<file path="src/rtl/io_pkg.sv">
// io_pkg: shared lane geometry and state encoding for the result-output FSMs.
package io_pkg;
  localparam int LANES = 4;
  localparam int LANE_W = 8;
  localparam int BUS_W = LANES * LANE_W;
  typedef enum logic [1:0] {IDLE, COLLECT, SEND, DONE} state_e;
endpackage

</file>
<file path="src/rtl/io_adder.sv">
// io_adder: plain wrapping W-bit adder.
module io_adder #(
  parameter int W = 16
) (
  input  logic [W-1:0] a,
  input  logic [W-1:0] b,
  output logic [W-1:0] y
);
  assign y = a + b;
endmodule

</file>
<file path="src/rtl/io_lane_reg.sv">
// io_lane_reg: one byte lane's captured/finished flags and latched byte.
module io_lane_reg
  import io_pkg::*;
(
  input  logic              clk,
  input  logic              reset,
  input  logic              clr_cap,
  input  logic              clr_all,
  input  logic              take,
  input  logic              eob,
  input  logic [LANE_W-1:0] din,
  output logic              cap_q,
  output logic              fin_q,
  output logic              cap_d,
  output logic              fin_d,
  output logic [LANE_W-1:0] byte_o
);
  logic [LANE_W-1:0] byte_q, byte_d;
  always_comb begin
    cap_d = (clr_cap || clr_all) ? 1'b0 : cap_q | take;
    fin_d = clr_all ? 1'b0 : fin_q | (take & eob);
    byte_d = take ? din : byte_q;
  end
  always_ff @(posedge clk) begin
    if (!reset) begin
      cap_q <= 1'b0;
      fin_q <= 1'b0;
      byte_q <= '0;
    end else begin
      cap_q <= cap_d;
      fin_q <= fin_d;
      byte_q <= byte_d;
    end
  end
  // a lane with nothing captured (finished or not) contributes zero to the word
  assign byte_o = cap_q ? byte_q : '0;
endmodule

</file>
<file path="src/rtl/io_out_fsm.sv">
// io_out_fsm: packs per-lane result bytes into bus words and hands them to the host.
module io_out_fsm #(
  parameter int LANES = io_pkg::LANES,
  parameter int CNT_W = 16
) (
  input  logic                    clk,
  input  logic                    reset,
  input  logic                    start,
  input  logic [io_pkg::LANE_W-1:0] in1,
  input  logic [io_pkg::LANE_W-1:0] in2,
  input  logic [io_pkg::LANE_W-1:0] in3,
  input  logic [io_pkg::LANE_W-1:0] in4,
  input  logic [LANES-1:0]        in_valid,
  input  logic [LANES-1:0]        in_eob,
  output logic [LANES-1:0]        take,
  output logic [io_pkg::BUS_W-1:0] data,
  output logic                    data_en,
  output logic                    irq,
  input  logic                    ack,
  output logic                    done,
  output logic [CNT_W-1:0]        word_count
);
  import io_pkg::*;
  state_e state_q, state_d;
  logic [CNT_W-1:0] cnt_q, cnt_d, cnt_inc;
  logic [LANES-1:0] cap_q, fin_q, cap_d, fin_d;
  logic [BUS_W-1:0] in_bus, word;
  logic restart, acked;
  assign in_bus = {in4, in3, in2, in1};
  for (genvar i = 0; i < LANES; i++) begin : g_lane
    io_lane_reg u_lane (
      .clk    (clk),
      .reset  (reset),
      .clr_cap(acked),
      .clr_all(restart),
      .take   (take[i]),
      .eob    (in_eob[i]),
      .din    (in_bus[i*LANE_W +: LANE_W]),
      .cap_q  (cap_q[i]),
      .fin_q  (fin_q[i]),
      .cap_d  (cap_d[i]),
      .fin_d  (fin_d[i]),
      .byte_o (word[i*LANE_W +: LANE_W])
    );
  end
  io_adder #(.W(CNT_W)) u_add (
    .a(cnt_q),
    .b(CNT_W'(1)),
    .y(cnt_inc)
  );
  // transitions out of COLLECT look at next-cycle flags so int rises right after the last take
  always_comb begin
    restart = start && (state_q == IDLE || state_q == DONE);
    acked = ack && (state_q == SEND);
    take = (state_q == COLLECT) ? in_valid & ~cap_q & ~fin_q : '0;
    cnt_d = restart ? '0 : acked ? cnt_inc : cnt_q;
    state_d = state_q;
    case (state_q)
      IDLE:    state_d = start ? COLLECT : IDLE;
      COLLECT: state_d = (&fin_d && !(|cap_d)) ? DONE : (&(cap_d | fin_d)) ? SEND : COLLECT;
      SEND:    state_d = !ack ? SEND : (&fin_q) ? DONE : COLLECT;
      DONE:    state_d = start ? COLLECT : DONE;
      default: state_d = IDLE;
    endcase
  end
  always_ff @(posedge clk) begin
    if (!reset) begin
      state_q <= IDLE;
      cnt_q <= '0;
    end else begin
      state_q <= state_d;
      cnt_q <= cnt_d;
    end
  end
  // irq is the host "int" line; int is a reserved word
  assign data_en = state_q == SEND;
  assign irq = state_q == SEND;
  assign done = state_q == DONE;
  assign data = data_en ? word : '0;
  assign word_count = cnt_q;
endmodule

</file>
<file path="config.mk">
export PLATFORM = sky130hd
export DESIGN_NAME = io_out_fsm
export DESIGN_NICKNAME = d
export VERILOG_FILES = /design/src/rtl/io_pkg.sv /design/src/rtl/io_adder.sv /design/src/rtl/io_lane_reg.sv /design/src/rtl/io_out_fsm.sv
export SDC_FILE = /design/constraint.sdc
export NUM_CORES = 1
export LEC_CHECK = 0
export ABC_AREA = 0
export BUFFER_PORTS_ARGS = -buffer_cell sky130_fd_sc_hd__buf_2
export CAP_MARGIN = 20
export CORE_ASPECT_RATIO = 1.75
export CORE_MARGIN = 4
export CORE_UTILIZATION = 45
export CTS_BUF_LIST = sky130_fd_sc_hd__clkbuf_8
export CTS_CLUSTER_SIZE = 10
export DETAILED_ROUTE_END_ITERATION = 10
export GPL_ROUTABILITY_DRIVEN = 1
export PLACE_DENSITY = 0.85
export SLEW_MARGIN = 40
export SYNTH_ARGS = -nofsm -noshare
export SYNTH_HDL_FRONTEND = slang
export SYNTH_SLANG_ARGS = --single-unit
</file>
<file path="constraint.sdc">
create_clock -name clk -period 3.8 [get_ports clk]
set_input_delay 0.38 -clock clk [delete_from_list [all_inputs] [get_ports clk]]
set_output_delay 0.38 -clock clk [all_outputs]
set_load 0.02 [all_outputs]
</file>
# After elaboration in Yosys (flattened, before gate mapping)
# Index checks and enable logic that the tools add are counted.
# totals
ff_bits	58
latch_bits	0
ram_bits	0
rom_bits	0
in_bits	44
output_inout_bits	55
wordCells	69
memories	0
# op_classes
add_sub_neg	1
n_mul	0
n_div	0
magnitude_cmp	0
eq_ne	3
shift	0
muxes	21
n_bitwise	18
n_reduce_logical	12
# ops
operator	n
two-way mux 32 bit	1
two-way mux 8 bit	4
adder 16 x 1 -> 16 bit (second input constant)	1
AND reduction 4 bit	3
two-way mux 2 bit	5
two-way mux 1 bit	9
AND 4 bit	2
inverter 4 bit	2
bitwise OR 1 bit	8
one-hot mux 2 bit (4 select lines)	1
AND 1 bit	4
equality test 2 bit (second input constant)	2
two-way mux 4 bit	1
bitwise OR 4 bit	1
OR reduction 4 bit	1
logical AND 1 bit	3
equality test 2 x 1 -> 1 bit (second input constant)	1
zero test 2 bit	1
logical OR 1 bit	2
OR reduction 2 bit	1
zero test 1 bit	1
inverter 1 bit	1

# Depth between registers and ports, before layout
# Gate-level depths: netlist (run 1).
# depth
ltp_word	12
mapped_depth	8
mapped_depth_nobuf	6

# Cells and area by module
# From an unflattened synthesis (run 1), not the netlist that was laid out.
# hier_totals
cells_unflattened	399
area_unflattened_um2	3498.4
# by_module_without_submodules
mod	n_inst	cells_each	area_each_um2	seq_area_each_um2
io_lane_reg	4	41	437.9	200.2
io_out_fsm	1	137	1022.2	360.3
io_adder	1	98	724.4	0.0

# Least setup slack after synthesis (run 1)
# OpenSTA, ideal clock, no wires.
# synth_path
kind	flip-flop to output port
start	reg state_q[0]
end	out data[10] (netlist name)
arrival_ps	1378
t_required_ps	3420
path_slack_ps	2042
stages_incl_launch_ff	6
path_buffers	2
path_cell_list	dfxtp_1 -> inv_1 -> ha_1 -> buf_2 -> clkbuf_1 -> and3_1
# synth_via
elab_chain_cells	2
# synth_lines
element	line	rtl
start: declaration	io_out_fsm.sv:24	state_e state_q, state_d;
start signal: assignment	io_out_fsm.sv:71	state_q <= state_d;
equality test 2 bit	io_out_fsm.sv:76	assign data_en = state_q == SEND;
net data_en	io_out_fsm.sv:17	output logic data_en,
two-way mux 32 bit	io_out_fsm.sv:79	assign data = data_en ? word : '0;
end: declaration	io_out_fsm.sv:16	output logic [io_pkg::BUS_W-1:0] data,
# The timed path passes the listed nets, and every way through them passes these cells.

# Final worst setup path (run 1)
# layout_path
start	reg state_q[1]
end	out take[3]
# layout_via
elab_chain_cells	2
# layout_lines
element	line	rtl
equality test 2 x 1 -> 1 bit	io_out_fsm.sv:55	take = (state_q == COLLECT) ? in_valid & ~cap_q & ~fin_q : '0;
two-way mux 4 bit	io_out_fsm.sv:55	
end: declaration	io_out_fsm.sv:15	output logic [LANES-1:0] take,
# Every way passes these cells.

==> flow_metrics.env, run 1 <==
export IMPL_clock_sinks=58
export IMPL_dpl_cell_area_sq_um=3278
export IMPL_yosys_most_used_dff="dfxtp_1"
export IMPL_row_count=37
export IMPL_wire_per_inst_um=13.42
export IMPL_grt_max_degree=38
export IMPL_die_area_sq_um=7546
export IMPL_preCtsSetupSlack_ns=1.698
export IMPL_p_leak_nw=1.597
export IMPL_ys_types=46
export IMPL_grt_pass1_vias=2542
export IMPL_clk_pin_slew_worst_paths_ns=0.07
export IMPL_seq_power_share_pct=49.9
export IMPL_intPower_w=0.0009817
export IMPL_cts_resized=0
export IMPL_relSlewSlack_pct=57.46
export IMPL_period_minus_slack_ns=2.427
export IMPL_synth_area_per_cell_sq_um=8.246
export IMPL_viasPerCell=5.114
export IMPL_cp_max_fo=14
export IMPL_yosys_warnings=0
export IMPL_cts_path_max_buffers=2
export IMPL_detail_route_antenna_nets=0
export IMPL_post_cts_setup_buffers=0
export IMPL_core_area_sq_um=5926
export IMPL_place_gp_congestion=0.8707
export IMPL_grt_overflow_total=0
export IMPL_die_w_um=67.41
export IMPL_syn_nets=386
export IMPL_nets=477
export IMPL_cts_tree="done"
export IMPL_clock_fmax_mhz=412.0
export IMPL_final_core_util_pct=58.45
export IMPL_worstMarginPinSlew_ns=0.6380
export IMPL_comb_power_share_pct=8.5
export IMPL_layout_common_cells="buf_2 (98), nand2_1 (77), dfxtp_1 (58), a21boi_0 (34), and3_1 (33)"
export IMPL_area_delta_synth_final_pct=24.63
export IMPL_arrival_ns=2.05
export IMPL_skew_ns=0.006411
export IMPL_drt_pass1_iterations=4
export IMPL_port_buffers=98
export IMPL_die_h_um=112.0
export IMPL_hold_buffers=0
export IMPL_grt_pass1_wl_um=11140
export IMPL_seq_area_frac_synth_pct=41.78
export IMPL_track_usage_pct=19.34
export IMPL_dp_cells=495
export IMPL_stdcell_area_sq_um=3463
export IMPL_setup_tns_final_ns=0
export IMPL_h_tree_depth=3
export IMPL_insertion_delay_ns=0.33
export IMPL_cts_buffers=9
export IMPL_ios=99
export IMPL_report_final_slew_viol_count=0
export IMPL_power_density_nw_per_um2=369.2
export IMPL_path_class="flop to output pin"
export IMPL_hold_viol=0
export IMPL_crit_family="adder cells"
export IMPL_crit_path_end_kind="output pin"
export IMPL_initial_core_util_pct=46.90
export IMPL_vias=2608
export IMPL_layout_setup_ws_ns=1.373
export IMPL_slowest_stage="ha_1"
export IMPL_sw_frac_of_total_pct=23.23
export IMPL_fin_cells=510
export IMPL_antenna_cells=0
export IMPL_synth_edf_count=0
export IMPL_max_vdd_ir_drop_uv=240.2
export IMPL_maxCapViolations=0
export IMPL_crit_path_max_incr_delay_ns=0.57
export IMPL_p_switching_w=0.0002970
export IMPL_synth_seq_cells=58
export IMPL_min_period_over_period_pct=63.87
export IMPL_crit_required_ns=3.42
export IMPL_start_kind="flop"
export IMPL_critPathBufInv=3
export IMPL_clkPwrFrac_pct=41.6
export IMPL_antenna_found_initial=0
export IMPL_rsz0062_at_grt="false"
export IMPL_root_buffer="clkbuf_8"
export IMPL_drtIter0Drc=98
export IMPL_hpwl_um=5225
export IMPL_path_cells="inv_1 -> ha_1 -> nand3_2 -> clkinv_1 -> buf_2"
export IMPL_drc=0
export IMPL_setup_violations=0
export IMPL_drive_gt1_share_pct=29.17
export IMPL_status="finished, final reports clean"
export IMPL_routed_wl_um=6842
export IMPL_hp_class="primary input to flop"
export IMPL_layout_commonest_cell="buf_2"
export IMPL_syn_area_sq_um=2779
export IMPL_synthCells=337
export IMPL_async_reset_ff_share_pct=0
## cell usage after synthesis (2+ instances only)
| cell | number | area (sq um) |
|---|---|---|
| and3_1 | 33 | 206.5 |
| nor2b_1 | 2 | 12.51 |
| a21boi_0 | 34 | 255.2 |
| nand3_2 | 4 | 40.04 |
| and2_1 | 2 | 12.51 |
| dfxtp_1 | 58 | 1161 |
| inv_1 | 8 | 30.03 |
| xor2_1 | 2 | 17.52 |
| buf_4 | 6 | 45.04 |
| nor4_1 | 4 | 25.02 |
| o21a_1 | 2 | 15.01 |
| xnor2_1 | 9 | 78.83 |
| clkinv_1 | 4 | 15.01 |
| nand3_1 | 5 | 25.02 |
| or3_1 | 2 | 12.51 |
| ha_1 | 5 | 62.56 |
| nor3_1 | 4 | 20.02 |
| o21ba_2 | 2 | 20.02 |
| nor2_1 | 26 | 97.59 |
| nand4_1 | 7 | 43.79 |
| a21oi_1 | 3 | 15.01 |
| nand2b_1 | 3 | 18.77 |
| nand2_1 | 77 | 289.0 |
| clkbuf_1 | 11 | 41.29 |
| o21ai_0 | 3 | 15.01 |
## cell type report
| cell class | instances | area, sq um |
|---|---|---|
| repair buffers | 99 | 498.0 |
| fillers | 601 | 2462 |
| flip-flops and latches | 58 | 1161 |
| well taps | 78 | 97.59 |
| clock buffers | 10 | 137.6 |
| inverters | 12 | 45.04 |
| clock inverters | 5 | 47.55 |
| multi-input cells | 248 | 1476 |
## power groups by stage
stage | registers (W) | clock network (W) | logic [W]
after floorplan | 0.000646 | 0 | 0.0000752
after global routing | 0.000640 | 0.000574 | 0.000123
final | 0.000638 | 0.000532 | 0.000109
after global placement | 0.000650 | 0 | 0.000107
after CTS | 0.000638 | 0.000544 | 0.000110
after detailed placement | 0.000651 | 0 | 0.000109
## registers in the layout, summed over array words and instances, names as in the netlist
| name | cells |
|---|---|
| g_lane.u_lane.cap_q | 4 |
| word_count | 16 |
| state_q | 2 |
| g_lane.u_lane.byte_q | 32 |
| g_lane.u_lane.fin_q | 4 |
## worst paths after layout
path	slack, ns	cells past startpoint	endpoint	start
max	1.37	5	take[3]	state_q[1]
min	0.30	3	g_lane[0].u_lane.byte_q[6]	in1[6]
max reg2reg	1.64	7	word_count[13]	state_q[0]
min reg2reg	0.46	2	g_lane[2].u_lane.byte_q[3]	g_lane[2].u_lane.byte_q[3]
## metal layers
metal / global-route usage (%) / wire length [um] / part of all wire, % / vias to the layer above
li1: - / - / - / 1327
met1: 20.24 / 2480 / 36 / 1194
met2: 33.31 / 3744 / 55 / 70
met3: 5.550 / 404 / 5.9 / 17
met4: 10.70 / 213 / 3.1 / 0
met5: 0 / 0 / 0 / -
## worst register-to-register path, stage by stage, from the launching register on
cell,delay [ns]
dfxtp_1,0.33
inv_1,0.08
ha_1,0.51
buf_4,0.33
nand2_2,0.16
nor3_2,0.32
a21boi_0,0.15
o21a_1,0.19
## per-stage QoR
step	hold slack, ns	power [W]
after global routing	0.2844	0.001338
after floorplan	0.4390	0.0007213
final	0.2983	0.001279
after detailed placement	0.4541	0.0007606
after global placement	0.4479	0.0007568
after CTS	0.2851	0.001293
## cells by family (layout without fill, tap and decap cells)
| family | after synthesis | count (layout) | share of synthesized area, % |
|---|---|---|---|
| compound gates | 55 | 55 | 15.62 |
| xor+xnor | 11 | 11 | 3.467 |
| fa+ha+maj | 5 | 5 | 2.251 |
| buf+inv | 31 | 126 | 5.087 |
| flops | 58 | 58 | 41.78 |
| mux | 1 | 1 | 0.3602 |
| simple gates | 176 | 176 | 31.43 |
Note: power is estimated with default switching activity, not from simulation.
==> run 2: changes to the inputs <==
--- a/config.mk
+++ b/config.mk
@@ -15,7 +15,7 @@
 export CTS_CLUSTER_SIZE = 10
 export DETAILED_ROUTE_END_ITERATION = 10
 export GPL_ROUTABILITY_DRIVEN = 1
-export PLACE_DENSITY = 0.85
+export PLACE_DENSITY = 0.88
 export SLEW_MARGIN = 40
 export SYNTH_ARGS = -nofsm -noshare
 export SYNTH_HDL_FRONTEND = slang
==> constraint.sdc (replaced) <==
create_clock -name clk -period 2 [get_ports clk]
set_input_delay 0.2 -clock clk [delete_from_list [all_inputs] [get_ports clk]]
set_output_delay 0.2 -clock clk [all_outputs]
set_load 0.02 [all_outputs]
==> run 2 against run 1 <==
  * Critical path depth is 1 higher
  * Sequential share of layout area is 0.58 points lower
  * Clock skew is 0.0014 ns lower
  * Setup slack worse by 1.3 ns
  * Cell area is 1.8% higher
  * Via count is 1.5% higher
  * Utilization is 1.0 points higher
  * Sequential power is 90% higher
  * Critical path type unchanged
  * Critical endpoint unchanged
==> flow_metrics.env, run 2 (synthesis gave the netlist of run 1 again) <==
export IMPL_root_buffer="clkbuf_8"
export IMPL_routed_wl_um=7210
export IMPL_worstMarginPinSlew_ns=0.3590
export IMPL_viasPerCell=5.148
export IMPL_hp_class="primary input to flop"
export IMPL_wire_per_inst_um=14.03
export IMPL_h_tree_depth=3
export IMPL_slowest_stage="dfxtp_1"
export IMPL_critPathBufInv=4
export IMPL_crit_path_end_kind="output pin"
export IMPL_drc=0
export IMPL_setup_violations=0
export IMPL_detail_route_antenna_nets=0
export IMPL_relSlewSlack_pct=75.85
export IMPL_fin_cells=514
export IMPL_path_cells="inv_1 -> ha_4 -> buf_4 -> nand3_4 -> clkinvlp_4 -> buf_2"
export IMPL_status="finished, final reports clean"
export IMPL_maxCapViolations=0
export IMPL_min_delay_start="in1[4]"
export IMPL_hold_viol=0
export IMPL_crit_start="state_q[1]"
export IMPL_drt_pass1_iterations=4
export IMPL_dpl_cell_area_sq_um=3308
export IMPL_period_minus_slack_ns=1.885
export IMPL_layout_commonest_cell="buf_2"
export IMPL_antenna_cells=0
export IMPL_clk_pin_slew_worst_paths_ns=0.06
export IMPL_stdcell_area_sq_um=3525
export IMPL_drtIter0Drc=94
export IMPL_initial_core_util_pct=46.90
export IMPL_num_fill_cells=564
export IMPL_rsz0062_at_grt="false"
export IMPL_p_leak_nw=1.610
export IMPL_die_h_um=112.0
export IMPL_crit_family="buffers and inverters"
export IMPL_die_w_um=67.41
export IMPL_max_vdd_ir_drop_uv=573.3
export IMPL_drive_gt1_share_pct=31.19
export IMPL_r2r_slack_ns=0.28
export IMPL_setup_tns_final_ns=0
export IMPL_skew_ns=0.004973
export IMPL_largest_register_ffs=32
export IMPL_die_area_sq_um=7546
export IMPL_start_kind="flop"
export IMPL_vias=2646
export IMPL_area_delta_synth_final_pct=26.83
export IMPL_grt_pass1_wl_um=11490
export IMPL_grt_max_degree=35
export IMPL_power_density_nw_per_um2=667.1
export IMPL_cts_path_max_buffers=2
export IMPL_core_area_sq_um=5926
export IMPL_clock_fmax_mhz=530.5
export IMPL_top_register="g_lane.u_lane.byte_q"
export IMPL_path_class="flop to output pin"
export IMPL_rr_startpoint="state_q[1]"
export IMPL_cts_tree="done"
export IMPL_min_period_over_period_pct=94.25
export IMPL_cts_buffers=9
export IMPL_insertion_delay_ns=0.34
export IMPL_hpwl_um=5420
export IMPL_cp_max_fo=10
export IMPL_row_count=37
export IMPL_report_final_slew_viol_count=0
export IMPL_clock_sinks=58
export IMPL_track_usage_pct=20.14
export IMPL_arrival_ns=1.69
export IMPL_grt_overflow_total=0
export IMPL_crit_path_max_incr_delay_ns=0.33
export IMPL_place_gp_congestion=0.9133
export IMPL_layout_common_cells="buf_2 (98), nand2_1 (77), dfxtp_1 (58), a21boi_0 (34), and3_1 (33)"
export IMPL_holdWs_ns=0.1021
export IMPL_ios=99
export IMPL_port_buffers=98
export IMPL_nets=483
export IMPL_grt_pass1_vias=2609
export IMPL_antenna_found_initial=0
export IMPL_crit_required_ns=1.80
export IMPL_hold_buffers=0
export IMPL_dp_cells=499
[run 2: cell count changes in the layout (fill, tap and decap cells not counted), sizes merged]
cell / delta
buf: +6
bufinv: -1
clkbuf: +1
clkinv: -5
clkinvlp: +3
[run 2: path summary, 6_finish.rpt]
| path | cells past startpoint | end |
|---|---|---|
| max | 6 | take[3] |
| min | 3 | g_lane[0].u_lane.byte_q[4] |
| max reg2reg | 6 | state_q[0] |
| min reg2reg | 2 | g_lane[2].u_lane.byte_q[2] |
[run 2: power by group]
part	internal, W	total (W)	switching, W
Clock	0.000487	0.000908	0.000422
Sequential	0.00119	0.00121	0.0000235
Combinational	0.0000998	0.000229	0.000130
[run 2: layout make-up]
type | instances | area, sq um | area share, %
Multi-Input combinational cell | 248 | 1506 | 42.74
Timing Repair Buffer | 105 | 543.0 | 15.41
Inverter | 12 | 57.56 | 1.633
Clock buffer | 11 | 151.4 | 4.295
Clock inverter | 2 | 7.507 | 0.2130
Sequential cell | 58 | 1161 | 32.94
Tap cell | 78 | 97.59 | 2.769
[run 2: metal layers]
layer	global-route usage, %	part of all wire [%]
met1	19.32	38
met3	5.651	5.5
met5	0	0
met4	10.57	3.1
met2	36.86	54
[run 2: timing repair]
item,CTS,global route
buffers inserted,0,2
endpoints found under the setup margin,4,22
gates resized for setup,3,6
[run 2: tightest hold or removal path: cells and delay by family]
family	cells	cell delay (ns)
AO/OA/AOI/OAI	1	0.06
buffers and inverters	1	0.09
AND/OR/NAND/NOR	1	0.04
[run 2: stage by stage]
stage	utilization, %	setup WS (ns)	power, W
finish	59.48	0.1149	0.002351
global route	59.48	0.01909	0.002465
CTS	58.74	0.01607	0.002360
detailed placement	55.83	0.08570	0.001454
global placement	55.83	0.1985	0.001446
floorplan	-	0.3089	0.001371
